`config.mk`:
```
export PLATFORM = sky130hd
export DESIGN_NAME = mux_nx1_scan_reg
export DESIGN_NICKNAME = d
export VERILOG_FILES = /design/src/rtl/mux_nx1_scan_reg.sv
export SDC_FILE = /design/constraint.sdc
export NUM_CORES = 1
export LEC_CHECK = 0
export CAP_MARGIN = 5
export CORE_UTILIZATION = 44
export CTS_CLUSTER_DIAMETER = 200
export CTS_CLUSTER_SIZE = 14
export DETAILED_ROUTE_END_ITERATION = 12
export DONT_BUFFER_PORTS = 1
export SLEW_MARGIN = 20
export SYNTH_ARGS = -nofsm -noshare
export SYNTH_HDL_FRONTEND = slang
export SYNTH_SLANG_ARGS = --single-unit
```
`constraint.sdc`:
```
create_clock -name clk -period 4.8 [get_ports clk]
set_input_delay 0.96 -clock clk [delete_from_list [all_inputs] [get_ports clk]]
set_output_delay 0.96 -clock clk [all_outputs]
set_load 0.05 [all_outputs]
```
`src/rtl/mux_nx1_scan_reg.sv`:
```
// Registered N-channel multiplexer with manual select and masked round-robin auto-scan,
// presenting the chosen channel through a valid/ready output register.
module mux_nx1_scan_reg #(
    parameter int N_CH  = 8,
    parameter int DW    = 8,
    parameter int SEL_W = $clog2(N_CH)
) (
    input  logic                 clk,
    input  logic                 rst,
    input  logic                 en,
    input  logic                 mode,
    input  logic [SEL_W-1:0]     sel,
    input  logic [N_CH-1:0]      ch_mask,
    input  logic [N_CH*DW-1:0]   in,
    output logic [DW-1:0]        out,
    output logic [SEL_W-1:0]     out_sel,
    output logic                 out_valid,
    input  logic                 out_ready,
    output logic                 err,
    output logic                 sweep_done
);

    localparam logic [SEL_W:0]   N_CH_W = (SEL_W+1)'(N_CH);
    localparam logic [SEL_W-1:0] LAST   = SEL_W'(N_CH - 1);

    logic [DW-1:0]     ch_data [N_CH];
    logic [SEL_W-1:0]  ptr, eff_ptr, auto_cur, hi_idx, cur;
    logic [2*N_CH-1:0] mask_rot;
    logic [SEL_W:0]    sum;
    logic              mode_q, sel_ok, cand_ok, free, ld;

    always_comb begin
        for (int k = 0; k < N_CH; k++) ch_data[k] = in[k*DW +: DW];
    end

    // Rotating a doubled mask makes bit k correspond to channel (eff_ptr + k) mod N_CH;
    // walking k downward leaves the nearest enabled channel as the final winner.
    always_comb begin
        eff_ptr  = (mode && !mode_q) ? '0 : ptr;
        mask_rot = {ch_mask, ch_mask} >> eff_ptr;
        auto_cur = '0;
        sum      = '0;
        for (int k = N_CH - 1; k >= 0; k--) begin
            if (mask_rot[k]) begin
                sum = {1'b0, eff_ptr} + (SEL_W+1)'(k);
                if (sum >= N_CH_W) sum = sum - N_CH_W;
                auto_cur = sum[SEL_W-1:0];
            end
        end
    end

    always_comb begin
        hi_idx = '0;
        for (int i = 0; i < N_CH; i++) begin
            if (ch_mask[i]) hi_idx = SEL_W'(i);
        end
    end

    always_comb begin
        sel_ok  = ({1'b0, sel} < N_CH_W);
        cur     = mode ? auto_cur : sel;
        cand_ok = mode ? (|ch_mask) : sel_ok;
        free    = !out_valid || out_ready;
        ld      = en && free && cand_ok;
    end

    always_ff @(posedge clk or posedge rst) begin
        if (rst) begin
            out        <= '0;
            out_sel    <= '0;
            out_valid  <= 1'b0;
            err        <= 1'b0;
            sweep_done <= 1'b0;
            ptr        <= '0;
            mode_q     <= 1'b0;
        end else begin
            mode_q     <= mode;
            err        <= !mode && en && free && !sel_ok;
            sweep_done <= mode && ld && (cur == hi_idx);
            if (ld) begin
                out       <= ch_data[cur];
                out_sel   <= cur;
                out_valid <= 1'b1;
            end else if (out_valid && out_ready) begin
                out_valid <= 1'b0;
            end
            if (mode && ld)
                ptr <= (cur == LAST) ? '0 : cur + 1'b1;
            else if (mode && !mode_q)
                ptr <= '0;
        end
    end

endmodule

```
# After elaboration in Yosys (flattened, before gate mapping)
# Index checks and enable logic that the tools add are counted.
word_totals:
  register_bits: 17
  latchBits: 0
  ram_bits: 0
  rom_bits: 0
  in_bits: 80
  output_inout_bits: 14
  wordCells: 79
  memories: 0
op_classes:
  n_addsub: 16
  n_mul: 0
  div_mod_pow: 0
  n_lt_le_gt_ge: 9
  n_eq_ne: 2
  shifts: 1
  n_mux: 33
  n_bitwise: 1
  n_reduce_logical: 11
ops:
  columns: ["op", "n"]
  rows:
  - ["two-way mux 3 bit", 26]
  - [">= comparator 4 bit, second input constant", 8]
  - ["binary-select mux 8 bit (select 3 bit)", 1]
  - ["subtractor 3 x 1 -> 3 bit, second input constant", 8]
  - ["adder 3 x 3 -> 4 bit, second input constant", 4]
  - ["two-way mux 8 bit", 2]
  - ["right shift 16 x 3 -> 8 bit", 1]
  - ["adder 3 x 2 -> 4 bit, second input constant", 2]
  - ["OR reduction 8 bit", 1]
  - ["logical AND 1 bit", 6]
  - ["adder 3 x 1 -> 4 bit, second input constant", 1]
  - [">= comparator 3 x 4 -> 1 bit, second input constant", 1]
  - ["two-way mux 1 bit", 4]
  - ["inverter 3 -> 4 bit", 1]
  - ["adder 3 x 1 -> 3 bit, second input constant", 1]
  - ["== test 3 bit", 1]
  - ["== test 3 bit, second input constant", 1]
  - ["logical NOT 1 bit", 2]
  - ["nonzero test 2 bit", 1]
  - ["logical OR 1 bit", 1]

# Logic depth before layout (Yosys ltp)
depth:
  word_depth: 19
  mapped_depth: 16
  depth_no_buf: 12

# Worst setup path after synthesis
# OpenSTA, ideal clock, no wires.
synth_timing:
  kind: "input to register"
  startpoint: "in mode"
  endpoint: "reg ptr[1]"
  setup_ns: 0.125
  arrival_ns: 3.743
  t_required_ns: 4.675
  slack_ns: 0.933
  cell_stages: 15
  path_buffers: 5
  path_cell_list: "nand2b_1 buf_4 buf_4 buf_2 nand2_1 inv_1 ha_1 o221a_2 and2_1 buf_6 o31ai_4 inv_4 buf_6 ha_1 mux2_2"
synth_via:
  elab_chain_cells: 17
  word_cells_on_any_way: 50
  classes_between: "add/sub (16); order compare (8); eq/ne (1); shift (1); mux (21); reduce/logical (3)"
synth_rtl:
  columns: ["item", "line", "text"]
  rows:
  - ["from (decl)", "11", "input logic mode,"]
  - ["logical AND 1 bit", "39", "eff_ptr = (mode && !mode_q) ? '0 : ptr;"]
  - ["two-way mux 3 bit", null, null]
  - ["adder 3 x 3 -> 4 bit", "45", "sum = {1'b0, eff_ptr} + (SEL_W+1)'(k);"]
  - [">= comparator 4 bit / subtractor 3 x 1 -> 3 bit (equally long branches)", "46", "if (sum >= N_CH_W) sum = sum - N_CH_W;"]
  - ["two-way mux 3 bit", "46", null]
  - ["two-way mux 3 bit (8 in a row)", "44", "if (mask_rot[k]) begin"]
  - ["two-way mux 3 bit (*)", "61", "cur = mode ? auto_cur : sel;"]
  - ["named net cur[1]", "27", "logic [SEL_W-1:0] ptr, eff_ptr, auto_cur, hi_idx, cur;"]
  - ["adder 3 x 1 -> 3 bit / == test 3 bit (equally long branches)", "88", "ptr <= (cur == LAST) ? '0 : cur + 1'b1;"]
  - ["two-way mux 3 bit (*)", "88", null]
  - ["two-way mux 3 bit (*)", "87", "if (mode && ld)"]
  - ["to (signal assigned)", "88", null]
  - ["to (decl)", "27", null]
# The timed path passes the listed nets; every way through them passes the cells marked *.
# A chain may end at the register's enable or synchronous reset.

# Final worst setup path
layout_timing:
  startpoint: "in mode"
  endpoint: "reg out[3]"
layout_via:
  elab_chain_cells: 18
  word_cells_on_any_way: 49
  classes_between: "add/sub (15); order compare (8); shift (1); mux (22); bitwise (1); reduce/logical (2)"
layout_rtl:
  columns: ["item", "line", "text"]
  rows:
  - ["logical AND 1 bit", "39", null]
  - ["two-way mux 3 bit", null, null]
  - ["adder 3 x 3 -> 4 bit", "45", null]
  - [">= comparator 4 bit / subtractor 3 x 1 -> 3 bit (equally long branches)", "46", null]
  - ["two-way mux 3 bit", "46", null]
  - ["two-way mux 3 bit (8 in a row)", "44", null]
  - ["two-way mux 3 bit", "61", null]
  - ["inverter 3 -> 4 bit (not written as such)", "81", "out <= ch_data[cur];"]
  - ["binary-select mux 8 bit (select 3 bit)", "81", null]
  - ["two-way mux 8 bit (not written as such) (2 in a row)", "81", null]
  - ["to (signal assigned)", "81", null]
  - ["to (decl)", "15", "output logic [DW-1:0] out,"]
# Parallel ways exist; a longest one is shown, timed or not. The select of a mux whose other input is x is not followed.

==> impl_summary.txt <==
----------------------------------------------------
[Clock network]
  Clock-pin slew on the worst setup and hold paths ... 70 ps
  Hold_buf cts ... 0
  Cts repair resizes ... 0
  TritonCTS buffer count ... 3
  Clock sink count ... 17
  Clk_lat worst skew ... 250 ps
  Clock Tree Buf Depth ... 2
  Number of buffers added for setup after CTS ... 0
  Clock tree from TritonCTS ... done
  CTS Root Buffer Type ... sky130_fd_sc_hd__clkbuf_8
  Number of levels the H-tree was split into ... 1

[Timing]
  Setup violations, final ... 0
  Fin crit share ... 0.841
  Min setup slack post-route ... 762 ps
  Setup repair after global routing missed its margin ... false
  Sum of negative setup slack ... 0 ps
  FMAX ... 0.248 GHz
  Slew of the pin with the lowest slew margin ... 799 ps
  Worst clock skew ... 3.17 ps
  Number of failing hold endpoints at the final stage ... 0
  Max-Slew Margin vs Limit ... 0.467
  Fin crit period ... 4040 ps
  Total count of max-transition violations in the final report ... 0

[GRT]
  Global routing usage summed across all routing layers ... 0.260
  Overflow left after global routing ... 0
  Via count of the first global-routing pass ... 2642
  Initial antenna violation count ... 0
  Global-route wire length before repair ... 13700 um
  Pin count of the biggest net entering global routing ... 50

[Synthesis]
  Number of enable-type register cells in the synthesized netlist ... 0
  Number of synthesized register bits ... 17
  Sequential cell area fraction in the yosys report ... 0.149
  Share of async-settable or async-resettable flops after synthesis ... 1.00
  Number of warnings reported in the yosys synthesis log ... 0
  Syn_nets ... 493
  Biggest area consumer among synthesized cells ... sky130_fd_sc_hd__dfrtp_1
  Primary FF master, synth ... sky130_fd_sc_hd__dfrtp_1
  Synthesized area divided by synthesized cell count ... 6.95 sq um
  Cell types with the largest area share after synthesis ... sky130_fd_sc_hd__dfrtp_1 15%, sky130_fd_sc_hd__nand2_1 9.1%, sky130_fd_sc_hd__o211ai_1 6.3%
  Synthesized netlist cell count ... 410
  Summed instance area of the synthesized netlist ... 2850 sq um
  Area fraction of the dominant cell type after synthesis ... 0.149
  Netlist cell types ... 63

[Placed design]
  Placement-stage cell area ... 2790 sq um
  Half-perimeter wire length of the detailed placement result ... 6650 um
  Routability congestion estimate ... 0.926
  Worst setup slack before clock tree synthesis ... 557 ps
  IO buf count ... 0

[Floorplanning]
  Total Die Area ... 6800 sq um
  Die boundary width ... 82.5 um
  Height of the die ... 82.5 um
  Top-level port count ... 94
  Initial Utilization ... 0.467
  Floorplan core area ... 6100 sq um
  Std cell rows ... 28

[Final layout]
  Count of nets after finishing ... 467
  Most frequent standard cell in the layout excluding fill and tap cells ... sky130_fd_sc_hd__nand2_1
  Most frequent cells in the layout ... 69 x sky130_fd_sc_hd__nand2_1, 26 x sky130_fd_sc_hd__inv_1, 24 x sky130_fd_sc_hd__o211ai_1
  Share of cells above drive strength 1 ... 0.0601
  Fin util ... 0.465
  Growth of design area from synthesis to finish ... -0.571%
  Final design instance area without fill ... 2830 sq um
  Antenna diode count ... 0

[Setup path]
  Reg-to-Reg Start ... ptr[0]$_DFF_PP0_
  Endpoint arrival time on the critical path ... 4170 ps
  Worst-path fanout max ... 16
  Type of origin of the critical path ... input pin
  Type of the worst setup path ... in2reg
  Kind of end point of the critical path ... flip-flop
  CP Data Required Time ... 4930 ps
  Critical path startpoint ... mode

[Routing]
  DR DRC count ... 0
  Uppermost layer routed ... met4
  Total iterations of the first detailed-routing run ... 5
  Per-cell routed wire length ... 19.8 um
  DRC marker count from the first detailed-route iteration ... 396
  Wire length on met3 ... 727 um
  Detailed-route vias per instance ... 6.94
  Drt total wl ... 9080 um
  Met2 wire length ... 3940 um
  Wire length on met1 ... 4300 um
  Post-detailed-route count of antenna-violating nets ... 0
  Total number of vias ... 3178

[Pwr]
  Worst-case vdd ir drop ... 0.333 mV
  Power density cells ... 658 nW/um^2
  Total design power ... 0.00186 W
  Reported leakage power ... 1.09 nW

[Min path]
  Type of the worst min-delay path ... in2async

[Run]
  MaxCap Viol Count ... 0

[Outcome]
  Run status ... finished clean

----------------------------------------------------
## worst max-delay path, cell delays in order
cell                       delay (ps)
sky130_fd_sc_hd__nand2b_1          70
sky130_fd_sc_hd__and2_1           400
sky130_fd_sc_hd__inv_2            210
sky130_fd_sc_hd__or4_1            590
sky130_fd_sc_hd__a21oi_1          160
sky130_fd_sc_hd__o22ai_1          110
sky130_fd_sc_hd__a221o_1          340
sky130_fd_sc_hd__a41o_1           340
sky130_fd_sc_hd__nand2_1          440
sky130_fd_sc_hd__a32oi_1          190
sky130_fd_sc_hd__a221o_1          360
## sequential cells by signal, summed over array words and instances, names as in the netlist
name	cells
mode_q	1
sweep_done	1
out_valid	1
out_sel	3
ptr	3
out	8
## where the power goes
part | internal [W] | switching, W
Combinational | 0.000495 | 0.000821
Sequential | 0.000195 | 0.000246
Clock | 0.0000589 | 0.0000480
Total | 0.000749 | 0.00112
## worst paths after layout
check                      cells after the start                endpoint  slack (ps)
max reg2reg                                   10      out[3]$_DFFE_PP0P_         830
min                                            1        mode_q$_DFF_PP0_         670
max                                           11      out[3]$_DFFE_PP0P_         760
min in group clk                               0        mode_q$_DFF_PP0_         730
min reg2reg                                    2  out_sel[2]$_DFFE_PP0P_         780
max in group asynchronous                      1      out[5]$_DFFE_PP0P_        3720
## area by class of cell
cell class	instances	area (sq um)
multi-input combinational	324	2090
sequential	17	425
tap	75	93.8
inverter	28	108
clock buffer	4	45.0
timing repair buffer	10	75.1
fill	628	3260
## per-stage QoR
step,hold WS [ps],instances
6_report,672,458
5_1_grt,726,458
4_1_cts,695,458
3_5_place_dp,764,454
3_3_place_gp,763,454
2_1_floorplan,744,410
## Yosys cell counts, types with 10 or more instances
cell type                  instances
sky130_fd_sc_hd__a211oi_1         18
sky130_fd_sc_hd__a21oi_1          11
sky130_fd_sc_hd__buf_2            10
sky130_fd_sc_hd__clkbuf_1         17
sky130_fd_sc_hd__dfrtp_1          17
sky130_fd_sc_hd__inv_1            26
sky130_fd_sc_hd__nand2_1          69
sky130_fd_sc_hd__nor2_1           18
sky130_fd_sc_hd__nor4_1           11
sky130_fd_sc_hd__o211ai_1         24
sky130_fd_sc_hd__o21ai_0          19
sky130_fd_sc_hd__o22ai_1          17
sky130_fd_sc_hd__o41ai_1          16
## cells by family after synthesis
group / share of synthesized area
simple gates: 0.228
xor+xnor: 0.0184
compound gates: 0.446
buf+inv: 0.119
mux: 0.0250
flops: 0.149
fa+ha+maj: 0.0132
other cells: 0.00132
## layer usage
layer | up-vias | global-route usage
met3 | 16 | 0.0319
met4 | 0 | 0.0526
met1 | 1481 | 0.392
li1 | 1523 | -
met5 | - | 0
met2 | 158 | 0.391
(Power assumes the default switching activity.)
